[config.mk]
export PLATFORM = sky130hd
export DESIGN_NAME = tms1x00_sequencer
export DESIGN_NICKNAME = d
export VERILOG_FILES = /design/src/rtl/tms1x00_pkg.sv /design/src/rtl/tms1x00_call_stack.sv /design/src/rtl/tms1x00_sequencer.sv
export SDC_FILE = /design/constraint.sdc
export NUM_CORES = 1
export LEC_CHECK = 0
export BUFFER_PORTS_ARGS = -buffer_cell sky130_fd_sc_hd__buf_2
export CAP_MARGIN = 5
export CELL_PAD_IN_SITES_DETAIL_PLACEMENT = 0
export CELL_PAD_IN_SITES_GLOBAL_PLACEMENT = 1
export CORE_MARGIN = 2
export CORE_UTILIZATION = 50
export CTS_BUF_LIST = sky130_fd_sc_hd__clkbuf_8
export CTS_CLUSTER_DIAMETER = 100
export DETAILED_ROUTE_END_ITERATION = 12
export PLACE_DENSITY = 0.82
export SLEW_MARGIN = 0
export SYNTH_ARGS = -nofsm -noshare
export SYNTH_HDL_FRONTEND = slang
export SYNTH_SLANG_ARGS = --single-unit
[constraint.sdc]
create_clock -name clk -period 3.4 [get_ports clk]
set_clock_uncertainty 0.15 [all_clocks]
set_input_delay 0.34 -clock clk [delete_from_list [all_inputs] [get_ports clk]]
set_output_delay 0.34 -clock clk [all_outputs]
set_load 0.01 [all_outputs]
[src/rtl/tms1x00_pkg.sv]
// Shared definitions for the TMS1x00 program sequencer: opcode encodings,
// return-stack entry layout and the 6-bit PC LFSR step.
package tms1x00_pkg;

    localparam int PC_W   = 6;
    localparam int PAGE_W = 4;

    typedef enum logic [2:0] {
        OP_NONE = 3'd0,
        OP_BR   = 3'd1,
        OP_CALL = 3'd2,
        OP_RETN = 3'd3,
        OP_LDP  = 3'd4,
        OP_COMC = 3'd5
    } op_e;

    // Chapter is always carried so the stack layout does not depend on mode.
    typedef struct packed {
        logic              chapter;
        logic [PAGE_W-1:0] page;
        logic [PC_W-1:0]   pc;
    } ret_entry_t;

    localparam int RET_W = 1 + PAGE_W + PC_W;

    // 1f and 3f are patched so the shift register covers all 64 states.
    function automatic logic [PC_W-1:0] pc_next(input logic [PC_W-1:0] pc);
        if (pc == 6'h1f)
            return 6'h3f;
        else if (pc == 6'h3f)
            return 6'h3e;
        else
            return {pc[4:0], ~(pc[5] ^ pc[4])};
    endfunction

endpackage

[src/rtl/tms1x00_call_stack.sv]
// LIFO return stack for the sequencer, 1..4 entries deep.
// Push and pop in the same cycle are never issued by the sequencer.
module tms1x00_call_stack #(
    parameter int WIDTH = 11,
    parameter int DEPTH = 1
) (
    input  logic             clk,
    input  logic             rst_n,
    input  logic             push,
    input  logic             pop,
    input  logic [WIDTH-1:0] din,
    output logic [WIDTH-1:0] dout,
    output logic [2:0]       level,
    output logic             full,
    output logic             empty
);

    logic [WIDTH-1:0] r_mem [0:3];
    logic [2:0]       r_level;
    logic [1:0]       w_top;

    assign w_top = (r_level == 3'd0) ? 2'd0 : 2'(r_level - 3'd1);
    assign full  = (r_level == 3'(DEPTH));
    assign empty = (r_level == 3'd0);
    assign level = r_level;
    assign dout  = r_mem[w_top];

    // Storage carries no reset; only occupancy defines what is valid.
    always_ff @(posedge clk) begin
        if (push && !full)
            r_mem[r_level[1:0]] <= din;
    end

    always_ff @(posedge clk or negedge rst_n) begin
        if (!rst_n)
            r_level <= 3'd0;
        else if (push && !full)
            r_level <= r_level + 3'd1;
        else if (pop && !empty)
            r_level <= r_level - 3'd1;
    end

endmodule

[src/rtl/tms1x00_sequencer.sv]
// TMS1x00 program sequencer: PC, page, page buffer, chapter and return stack;
// produces the ROM fetch address and executes BR/CALL/RETN/LDP/COMC.
module tms1x00_sequencer
    import tms1x00_pkg::*;
#(
    parameter int          CHAPTER_EN  = 1,
    parameter int          STACK_DEPTH = 1,
    parameter logic [3:0]  RESET_PAGE  = 4'h0
) (
    input  logic                  clk,
    input  logic                  button_reset,
    input  logic                  step,
    input  logic                  op_valid,
    input  logic [2:0]            op_type,
    input  logic [5:0]            op_arg,
    input  logic                  status,
    output logic [9+CHAPTER_EN:0] rom_addr,
    output logic                  branch_taken,
    output logic                  in_sub,
    output logic [2:0]            stack_level,
    output logic                  stack_ovf
);

    logic [PC_W-1:0]   r_pc;
    logic [PAGE_W-1:0] r_page;
    logic [PAGE_W-1:0] r_pb;
    logic              r_chapter;
    logic              r_cb;
    logic              r_branch_taken;
    logic              r_stack_ovf;

    logic [PC_W-1:0]   w_pc_adv;
    logic [PC_W-1:0]   w_pc_d;
    logic [PAGE_W-1:0] w_page_d;
    logic [PAGE_W-1:0] w_pb_d;
    logic              w_chapter_d;
    logic              w_cb_d;
    logic              w_taken;
    logic              w_ovf_set;
    logic              w_push;
    logic              w_pop;
    logic              w_full;
    logic              w_empty;
    ret_entry_t        w_push_entry;
    ret_entry_t        w_top;

    // Return address is the instruction after the call when fetch advances too.
    assign w_pc_adv     = step ? pc_next(r_pc) : r_pc;
    assign w_push_entry = '{chapter: r_chapter, page: r_page, pc: w_pc_adv};

    tms1x00_call_stack #(
        .WIDTH (RET_W),
        .DEPTH (STACK_DEPTH)
    ) u_stack (
        .clk   (clk),
        .rst_n (button_reset),
        .push  (w_push),
        .pop   (w_pop),
        .din   (w_push_entry),
        .dout  (w_top),
        .level (stack_level),
        .full  (w_full),
        .empty (w_empty)
    );

    always_comb begin
        w_pc_d      = w_pc_adv;
        w_page_d    = r_page;
        w_pb_d      = r_pb;
        w_chapter_d = r_chapter;
        w_cb_d      = r_cb;
        w_taken     = 1'b0;
        w_ovf_set   = 1'b0;
        w_push      = 1'b0;
        w_pop       = 1'b0;
        if (op_valid) begin
            case (op_type)
                OP_LDP: w_pb_d = op_arg[3:0];
                OP_COMC: begin
                    if (CHAPTER_EN != 0)
                        w_cb_d = ~r_cb;
                end
                OP_BR: begin
                    if (status) begin
                        w_pc_d      = op_arg;
                        w_chapter_d = r_cb;
                        w_taken     = 1'b1;
                        if (w_empty)
                            w_page_d = r_pb;
                    end
                end
                OP_CALL: begin
                    if (status) begin
                        w_pc_d      = op_arg;
                        w_chapter_d = r_cb;
                        w_taken     = 1'b1;
                        if (!w_full) begin
                            w_push   = 1'b1;
                            w_page_d = r_pb;
                            w_pb_d   = r_page;
                        end else begin
                            w_ovf_set = 1'b1;
                        end
                    end
                end
                OP_RETN: begin
                    if (!w_empty) begin
                        w_pop       = 1'b1;
                        w_pc_d      = w_top.pc;
                        w_page_d    = w_top.page;
                        w_pb_d      = w_top.page;
                        w_chapter_d = w_top.chapter;
                    end else begin
                        w_page_d = r_pb;
                    end
                end
                default: ;
            endcase
        end
    end

    always_ff @(posedge clk or negedge button_reset) begin
        if (!button_reset) begin
            r_pc           <= '0;
            r_page         <= RESET_PAGE;
            r_pb           <= RESET_PAGE;
            r_chapter      <= 1'b0;
            r_cb           <= 1'b0;
            r_branch_taken <= 1'b0;
            r_stack_ovf    <= 1'b0;
        end else begin
            r_pc           <= w_pc_d;
            r_page         <= w_page_d;
            r_pb           <= w_pb_d;
            r_chapter      <= w_chapter_d;
            r_cb           <= w_cb_d;
            r_branch_taken <= w_taken;
            r_stack_ovf    <= r_stack_ovf | w_ovf_set;
        end
    end

    generate
        if (CHAPTER_EN != 0) begin : g_chapter
            assign rom_addr = {r_chapter, r_page, r_pc};
        end else begin : g_no_chapter
            assign rom_addr = {r_page, r_pc};
        end
    endgenerate

    assign branch_taken = r_branch_taken;
    assign in_sub       = !w_empty;
    assign stack_ovf    = r_stack_ovf;

endmodule

==> flow_metrics.py <==
metrics = {
    "outcome": {
        "outcome": "complete, no violations",
    },
    "clock_tree": {
        "cts.sinks": 65,
        "cts_buffer_depth": 2,
        "cts_tree": "yes",
        "cts_resized": 0,
        "cts_buffers": 9,
        "clkLatencyLatePin_ps": 330,
        "htree_levels": 3,
        "cts_root_buf": "clkbuf_8",
        "clk_pin_slew_ps": 70,
    },
    "layout": {
        "multi_input_comb_area_mm2": 0.00118,
        "instances_no_fill": 352,
        "drive_gt1_share_pct": 24.2,
        "num_antenna_cells": 0,
        "syn2layout_area_growth_pct": 11.3,
        "n_fill_cell": 521,
        "register_area_mm2": 0.00185,
        "fin_nets": 293,
    },
    "die": {
        "die_height_um": 83.5,
        "die_w_um": 83.5,
        "die_area_mm2": 0.00696,
        "coreArea_mm2": 0.00603,
        "rows": 28,
        "start_util_pct": 52.4,
        "num_io_pins": 31,
    },
    "route": {
        "totalWireLength_um": 6210,
        "post_drt_via_cell_ratio": 5.61,
        "via_count": 1975,
        "wl_per_cell_um": 17.6,
        "highest_layer": "met4",
        "wl_met3_um": 398,
        "wl_met1_um": 2860,
        "wl_met2_um": 2890,
        "drc": 0,
        "ant_nets": 0,
        "firstDrtPassIters": 4,
        "drt_iter0_drc": 155,
    },
    "logic_synthesis": {
        "syn_inst": 243,
        "synth-edff-count": 44,
        "synth_compound_area_share_pct": 12.8,
        "ys.warnings.count": 0,
        "synth_common_cells": "44 x edfxtp_1, 22 x nor2_1, 21 x dfrtp_1, 18 x mux2i_1, 15 x nand2_1",
        "syn-num-nets": 264,
        "ys_ff_latch": 65,
        "synth_area_leaders": "edfxtp_1 42%, dfrtp_1 17%, mux2i_1 5.7%",
        "synth-xor-area-share_pct": 1.11,
        "synth-seq-area-share_pct": 58.5,
        "async_flop_share_pct": 32.3,
        "synthDominantCellAreaShare_pct": 41.9,
        "avgSynthCellArea_um2": 13.0,
        "synthMuxAreaShare_pct": 9.00,
        "synth_top_family_by_area": "compound AO/OA/AOI/OAI gates",
        "synthSimpleGateAreaFrac_pct": 11.6,
        "yosysTopAreaCell": "edfxtp_1",
        "synth_ff_type": "edfxtp_1",
        "synth.most_common_cell": "edfxtp_1",
        "synth_area_mm2": 0.00316,
        "synthAdderAreaFrac_pct": 2.77,
        "synth_cell_type_count": 44,
    },
    "global_route": {
        "grt_max_degree": 22,
        "antenna_found_initial": 0,
        "first_global_vias": 1951,
        "grt_pass1_wl_um": 10000,
        "gr-total-overflow": 0,
        "grt.total_usage_pct": 19.0,
    },
    "hold_path": {
        "holdPathEnd": "r_pc[4]",
        "min_path_type": "input port to register",
        "min-delay-start": "op_arg[4]",
        "whs_path_depth": 3,
    },
    "power": {
        "p_leak_nw": 1.38,
        "powerDensity_mw_per_mm2": 812,
        "ir_drop_mv": 0.390,
    },
    "place": {
        "dp_hpwl_um": 4370,
        "pre_cts_ws_ps": 672,
        "gp_congestion": 0.804,
        "place_inst": 335,
        "port_buffers": 30,
    },
    "setup_path": {
        "end_kind": "register",
        "path_max_fanout": 10,
        "required_ps": 3470,
        "startpoint_type": "register",
        "reg2reg_slack_ps": 640,
        "reg2regPathDepth": 7,
        "r2r-start": "u_stack.level[0]",
        "rr_endpoint": "r_page[2]",
        "crit_type": "register to register",
        "worst_ep_arrival_time_ps": 2840,
    },
    "timing": {
        "min_period_ps": 2760,
        "finalMaxSlewViolations": 0,
        "finalWorstSetupSlack_ps": 637,
        "fin_tns_setup_ps": 0,
        "rsz0062_at_grt": "false",
        "finalHoldViolCount": 0,
        "max_freq_mhz": 362,
        "slew-limit-headroom_pct": 52.5,
        "setup_viol": 0,
        "tightest_slew_ps": 707,
        "fin_crit_sh_pct": 81.3,
    },
    "flow_run": {
        "cap_violations": 0,
    },
}
state kept, by name, summed over array words and instances, names as in the netlist:
register       flops
branch_taken       1
r_cb               1
r_chapter          1
r_page             4
r_pb               4
r_pc               6
stack_ovf          1
u_stack.level      3
u_stack.r_mem     44
worst max path at each step:
stage	to	slack (ps)	from	cells after the start
floorplan	r_pc[0]	840	u_stack.level[0]	11
global placement	r_page[2]	800	u_stack.level[0]	7
detailed placement	r_page[2]	670	u_stack.level[0]	7
CTS	r_page[2]	660	u_stack.level[0]	7
global route	r_page[2]	470	u_stack.level[0]	7
finish	r_page[2]	640	u_stack.level[0]	7
routing by layer:
metal / global-route usage, % / vias up
met3: 3.86 / 8
met4: 8.50 / 0
met1: 26.9 / 942
li1: - / 962
met5: 0 / -
met2: 28.5 / 63
stage by stage:
step	utilization [%]	total power [mW]	cell area, um2	hold WS [ps]
after floorplan	-	2.01	3160	-106
after global placement	54.9	2.21	3310	203
after detailed placement	54.9	2.23	3310	206
after CTS	58.3	2.87	3510	74.2
after global routing	58.3	3.01	3510	85.6
final	58.3	2.85	3510	83.0
layout make-up:
cell class | count | area share, %
Sequential cell | 65 | 52.5
Clock inverter | 6 | 1.67
Tap cell | 75 | 2.67
Multi-Input combinational cell | 156 | 33.5
Timing Repair Buffer | 33 | 4.98
Clock buffer | 10 | 3.92
Inverter | 7 | 0.748
report_power, final:
| group | switching [mW] | internal (mW) | total (mW) |
|---|---|---|---|
| logic | 0.577 | 0.452 | 1.03 |
| clock network | 0.285 | 0.353 | 0.638 |
| registers | 0.147 | 1.04 | 1.19 |
worst max-delay path, stage by stage, from the launching register on:
cell       delay, ps
dfrtp_1          490
inv_1            190
ha_1             460
mux2i_2          630
o2bb2ai_1        210
a21oi_1          160
a21oi_1           80
mux2_2           270
kinds of logic after synthesis:
| group | after synthesis |
|---|---|
| muxes | 27 |
| DFF | 65 |
| xor gates and xnor gates | 4 |
| buffers and inverters | 22 |
| AOI/OAI and AO/OA | 51 |
| and+or+nand+nor | 67 |
| adders and majority gates | 7 |
layout by cell type (no fill, tap or decap), types with 5 or more instances in the layout:
cell type	Yosys	final
mux2_2	8	8
nand2_1	15	15
o21ai_0	6	6
buf_2	5	30
nor2_1	22	22
a21oi_1	12	12
nand2b_1	8	8
a221o_1	6	6
mux2i_1	18	18
a221oi_2	5	5
edfxtp_1	44	44
dfrtp_1	21	21
clkbuf_8	0	10
ha_1	7	7
inv_1	7	8
repair_timing:
action                    4_1_cts  5_1_grt
setup buffers                   0        0
hold endpoints to repair       21        0
hold buffers                    1        0
No activity file was read; power rests on OpenSTA's default activity.
